[src/rtl/pipe_mem_wb.sv]
// ---------------------------------------------------------------------------
// pipe_mem_wb
//
// Memory-access and write-back stage of the pipelined sccpu. It sits
// directly downstream of the EX/MEM register and does four things:
//   - holds the word-organised data RAM,
//   - performs the load or store of the instruction in the M stage,
//   - registers the stage results into the MEM/WB pipeline register,
//   - produces the final write-back value and destination for the
//     register file, which also feed the forwarding network.
//
// Parameters
//   ADDR_BITS : log2 of the data RAM depth in 32-bit words.
//
// Ports
//   clock     in   system clock; all state updates on the rising edge
//   reset     in   asynchronous, active-high; clears all state and the RAM
//   mwreg     in   M-stage instruction writes a register
//   mm2reg    in   M-stage instruction is a load
//   mwmem     in   M-stage instruction is a store
//   mrn       in   M-stage destination register number
//   mresult   in   M-stage ALU result; byte address for loads and stores
//   mqb       in   M-stage store data
//   mram_data out  combinational RAM read data at mresult
//   mfault    out  combinational M-stage misalignment flag
//   wwreg     out  W-stage register write enable
//   wrn       out  W-stage destination register number
//   wdi       out  W-stage write-back data
//   wfault    out  registered misalignment flag of the W-stage instruction
// ---------------------------------------------------------------------------
module pipe_mem_wb #(
    parameter int ADDR_BITS = 5
) (
    input  logic        clock,
    input  logic        reset,
    input  logic        mwreg,
    input  logic        mm2reg,
    input  logic        mwmem,
    input  logic [4:0]  mrn,
    input  logic [31:0] mresult,
    input  logic [31:0] mqb,
    output logic [31:0] mram_data,
    output logic        mfault,
    output logic        wwreg,
    output logic [4:0]  wrn,
    output logic [31:0] wdi,
    output logic        wfault
);

    localparam int DEPTH = 1 << ADDR_BITS;

    // A memory access is misaligned when either of the two byte-offset bits
    // is set; non-memory instructions never fault.
    function automatic logic misaligned(input logic        is_mem,
                                        input logic [1:0]  byte_off);
        misaligned = is_mem & (byte_off != 2'b00);
    endfunction

    // Data RAM; reset clears every word, so it is built from flops.
    logic [31:0]          ram_q [DEPTH];

    // M-stage decode
    logic [ADDR_BITS-1:0] word_idx_s;
    logic                 fault_s;
    logic                 ram_we_s;

    // MEM/WB pipeline register
    logic                 wwreg_d,  wwreg_q;
    logic                 wm2reg_d, wm2reg_q;
    logic [4:0]           wrn_d,    wrn_q;
    logic [31:0]          wmo_d,    wmo_q;
    logic [31:0]          walu_d,   walu_q;
    logic                 wfault_d, wfault_q;

    // M-stage address decode, fault detection, store enable and RAM read.
    // Upper address bits are dropped so the address space wraps onto the RAM.
    always_comb begin
        word_idx_s = mresult[ADDR_BITS+1:2];
        fault_s    = misaligned(mwmem | mm2reg, mresult[1:0]);
        if (mwmem && !fault_s) begin
            ram_we_s = 1'b1;
        end else begin
            ram_we_s = 1'b0;
        end
        // Read is independent of mm2reg and sees the pre-store contents.
        mram_data = ram_q[word_idx_s];
        mfault    = fault_s;
    end

    // Data RAM write port; asynchronous reset zeroes the whole array, which
    // also discards any store whose edge coincides with reset.
    always_ff @(posedge clock or posedge reset) begin
        if (reset) begin
            for (int i = 0; i < DEPTH; i++) begin
                ram_q[i] <= 32'h0000_0000;
            end
        end else if (ram_we_s) begin
            ram_q[word_idx_s] <= mqb;
        end
    end

    // Next-state values for the MEM/WB register. A misaligned instruction
    // loses its register write so a faulting load cannot corrupt the file.
    always_comb begin
        wwreg_d  = mwreg & ~fault_s;
        wm2reg_d = mm2reg;
        wrn_d    = mrn;
        wmo_d    = mram_data;
        walu_d   = mresult;
        wfault_d = fault_s;
    end

    // MEM/WB pipeline register; advances every cycle (no stall).
    always_ff @(posedge clock or posedge reset) begin
        if (reset) begin
            wwreg_q  <= 1'b0;
            wm2reg_q <= 1'b0;
            wrn_q    <= 5'd0;
            wmo_q    <= 32'h0000_0000;
            walu_q   <= 32'h0000_0000;
            wfault_q <= 1'b0;
        end else begin
            wwreg_q  <= wwreg_d;
            wm2reg_q <= wm2reg_d;
            wrn_q    <= wrn_d;
            wmo_q    <= wmo_d;
            walu_q   <= walu_d;
            wfault_q <= wfault_d;
        end
    end

    // W-stage outputs. Register 0 is not filtered here; the register file
    // discards writes to r0 itself.
    always_comb begin
        wwreg  = wwreg_q;
        wrn    = wrn_q;
        wfault = wfault_q;
        if (wm2reg_q) begin
            wdi = wmo_q;
        end else begin
            wdi = walu_q;
        end
    end

endmodule

[config.mk]
export PLATFORM = sky130hd
export DESIGN_NAME = pipe_mem_wb
export DESIGN_NICKNAME = d
export VERILOG_FILES = /design/src/rtl/pipe_mem_wb.sv
export SDC_FILE = /design/constraint.sdc
export NUM_CORES = 2
export LEC_CHECK = 0
export ABC_AREA = 0
export BUFFER_PORTS_ARGS = -buffer_cell sky130_fd_sc_hd__clkbuf_2
export CAP_MARGIN = 20
export CORE_MARGIN = 1.5
export CORE_UTILIZATION = 40
export DETAILED_ROUTE_END_ITERATION = 12
export HOLD_SLACK_MARGIN = 0.1
export PLACE_DENSITY = 0.54
export SETUP_SLACK_MARGIN = 0.02
export SYNTH_ARGS = -nofsm -noshare
export SYNTH_HDL_FRONTEND = slang
export SYNTH_SLANG_ARGS = --single-unit
[constraint.sdc]
create_clock -name clock -period 69 [get_ports clock]
set_input_delay 10.35 -clock clock [delete_from_list [all_inputs] [get_ports clock]]
set_output_delay 10.35 -clock clock [all_outputs]
set_load 0.03 [all_outputs]
==> key figures <==
Power
  • Share of power burned in registers: 0.472
  • Net switching share of the total power: 0.243
  • Internal power consumption: 1.16 mW
  • VDD IR max: between 0.02 and 0.025 mV
  • Share of power burned in the clock network: 0.438
  • Cell leakage power: 27.1 nW
  • Pwr Density: 27.8 nW/µm²
  • Net Sw Power: ~0.37 mW
  • Combinational fraction of design power: 0.091

Floorplanning
  • Die Y: 351 µm
  • Total I/O pin count: 146
  • FP Rows: around 130
  • Chip Width: ~350 µm
  • Core area: about 120000 µm²
  • Initial core utilization: 0.404
  • Floorplan die area: 123000 µm²

Final layout
  • Area occupied by multi-input gates: 19800 µm²
  • Area growth syn-to-layout: 13.4%
  • Utilization after layout: 0.458
  • Sequential cell area: approximately 27000 µm²
  • Final-layout fill cell count: 10.7k
  • Layout cell share with drive strength beyond 1: 0.377
  • Final nets: 3505

Route
  • Remaining design rule violation count: 0
  • Met2 wire len: 68.8 mm
  • M1 WL: 65.4 mm
  • Highest signal layer in the routed design: met5
  • Detailed-route via count: 29.3k
  • Total wire length: 147 mm
  • Antenna Violating Nets Remaining: 0
  • Detailed Route Iter0 Violations: 1920
  • Met3 WL: 8.37 mm
  • Number of iterations in the first detailed-routing pass: 5
  • Via/cell ratio: 5.69
  • WL/cell: 28.5 µm

Clock tree
  • TritonCTS buffer count: 120
  • Master cell of the clock root buffer: clkbuf_16
  • Buffers inserted during post-CTS setup optimization: 0
  • Number of H-tree levels: 3
  • Clock slew at the register clock pins of the worst setup and hold paths: around 60 ps
  • TritonCTS clock tree: yes
  • Post-CTS Resized: 0
  • Total number of clock tree sinks: approximately 1.1k
  • CTS hold repair buffers: 0
  • Worst-skew pair later-pin latency: 730 ps
  • CTS max path bufs: 3

Setup path
  • Worst-path fanout max: slightly above 90
  • Setup crit start kind: input pin
  • Classification of the worst setup path: in -> out
  • Category of the worst setup path capture point: primary output
  • Worst EP arrival: 14500 ps
  • WP data required: 58650 ps

Synthesis
  • Distinct cell type count after synthesis: 26
  • Synthesis warning total: 0
  • Synthesized net count: between 3k and 4k
  • Synthesized area per cell: 14.2 µm²
  • Flip-flop and latch count after synthesis: about 1.1k
  • Seq/Total Area, Yosys: 0.566
  • Gate Count Post-Synth: 3413
  • Synth Cell Area: 48500 µm²

STA
  • Final number of hold-violating endpoints: 0
  • Final setup violating endpoints: 0
  • Highest clock rate: 0.0402 GHz
  • Final cycle utilization of the critical path: 0.360
  • Post-layout min period: between 20000 and 25000 ps
  • Worst slew margin: 0.130
  • Worst Tran Pin Value: 1300 ps
  • Slew Viols, Final: 0
  • Clock skew after layout: roughly 37 ps
  • Setup repair after global routing missed its margin: false
  • Total Negative Setup Slacks: 0 ps

Global routing
  • Global-route usage over all layers: 0.238
  • First-pass GRT wire length: roughly 210 mm
  • Maximum number of pins on one net before global-route repair: roughly 170
  • Overflow left after global routing: 0
  • Number of antenna violations at the first check in global routing: 13
  • Number of global-route vias before repair: approximately 31k

Outcome
  • Outcome: finished clean

Placement
  • Placer's final routability congestion estimate: 0.758
  • Estimated wirelength of the detail-placed design: roughly 79 mm
  • Number of I/O port buffers: 145

Run
  • Max-capacitance violation count: 0

Min path
  • Worst min-delay path category: reg -> reg
kinds of logic after synthesis:
family	after synthesis	share of synthesized area
and+or+nand+nor	168	0.0198
buffers and inverters	325	0.0305
DFF	1096	0.566
AOI/OAI and AO/OA	256	0.0330
muxes	1568	0.351
layout by cell type (no fill, tap or decap), types with 12 or more instances in the layout:
cell / instances
dfrtp_1: 1095
mux2_2: 865
mux2i_1: 512
o22ai_1: 256
mux2_1: 191
clkbuf_2: 144
clkbuf_16: 121
buf_4: 67
nor4_1: 64
clkbuf_8: 41
nand2_1: 37
clkbuf_1: 25
clkinv_2: 22
nor2_4: 12
power groups by stage:
| stage | logic (mW) | clock network (mW) | registers, mW |
|---|---|---|---|
| 3_5_place_dp | 0.139 | 0 | 0.734 |
| 3_3_place_gp | 0.134 | 0 | 0.730 |
| 5_1_grt | 0.151 | 0.713 | 0.728 |
| 4_1_cts | 0.139 | 0.686 | 0.722 |
| 6_report | 0.139 | 0.670 | 0.722 |
| 2_1_floorplan | 0.105 | 0 | 0.727 |
worst max-delay path: stages:
cell and delay [ps]:
buf_8 670, buf_4 880, buf_4 710, mux2i_1 320, o22ai_1 110, nor4_1 890, nand2_1 190, clkbuf_2 240
registers in the layout (all words and copies together) (netlist names):
| register | flops |
|---|---|
| ram_q | 1024 |
| walu_q | 32 |
| wmo_q | 32 |
| wrn | 5 |
| wfault | 1 |
| wm2reg_q | 1 |
| wwreg | 1 |
Yosys cell counts:
cell / count / area (µm²)
buf_2: 127 / 636
mux2_1: 191 / 2150
nand2_1: 45 / 169
nor2_2: 3 / 18.8
buf_4: 27 / 203
nand4b_1: 4 / 35.0
and4_1: 1 / 8.76
nor3_2: 3 / 30.0
clkbuf_1: 166 / 623
dfrtp_1: 1096 / 27400
mux2i_1: 512 / 5120
buf_1: 4 / 15.0
nor3_1: 1 / 5.00
nand3_1: 8 / 40.0
nor2b_1: 7 / 43.8
inv_1: 1 / 3.75
nor2_1: 14 / 52.6
nand4_1: 3 / 18.8
or4b_1: 4 / 40.0
nand4bb_1: 6 / 67.6
nand2b_1: 2 / 12.5
mux2_2: 865 / 9740
nor4_1: 64 / 400
o22ai_1: 256 / 1600
and3_1: 2 / 12.5
or4_1: 1 / 7.51
metal layers:
metal	track usage	up-vias
met2	0.389	746
met5	0	-
met3	0.0483	250
met1	0.320	15770
li1	-	12539
met4	0.0703	12
final timing paths:
| kind | from | to | slack (ps) | depth (start not counted) |
|---|---|---|---|---|
| min reg2reg | ram_q[503] | ram_q[503] | 480 | 1 |
| min in group asynchronous | reset | walu_q[29] | 9850 | 2 |
| max reg2reg | ram_q[267] | wmo_q[11] | 67060 | 4 |
| max | mresult[2] | mram_data[11] | 44150 | 8 |
| min | ram_q[503] | ram_q[503] | 480 | 1 |
| max in group asynchronous | reset | ram_q[205] | 56030 | 6 |
per-stage QoR:
| stage | cell area [µm²] | cells | total power [mW] | worst slack, ps | hold WS, ps |
|---|---|---|---|---|---|
| after global routing | 55000 | 5149 | 1.59 | 44030 | 496 |
| after floorplan | 48500 | 3413 | 0.832 | 27790 | 457 |
| after global placement | 50600 | 4915 | 0.864 | 44230 | 466 |
| final | 55000 | 5150 | 1.53 | 44150 | 484 |
| after detailed placement | 50600 | 4915 | 0.873 | 44260 | 474 |
| after CTS | 54800 | 5143 | 1.55 | 44250 | 487 |
layout make-up:
| class | instances | area share |
|---|---|---|
| Sequential cell | 1096 | 0.499 |
| Multi-Input combinational cell | 1992 | 0.361 |
| Clock buffer | 187 | 0.0671 |
| Tap cell | 1612 | 0.0367 |
| Timing Repair Buffer | 220 | 0.0263 |
| Clock inverter | 41 | 0.00986 |
| Inverter | 1 | 0.000205 |
| Antenna cell | 1 | 0.0000455 |
Note: power is estimated with default switching activity, not from simulation.
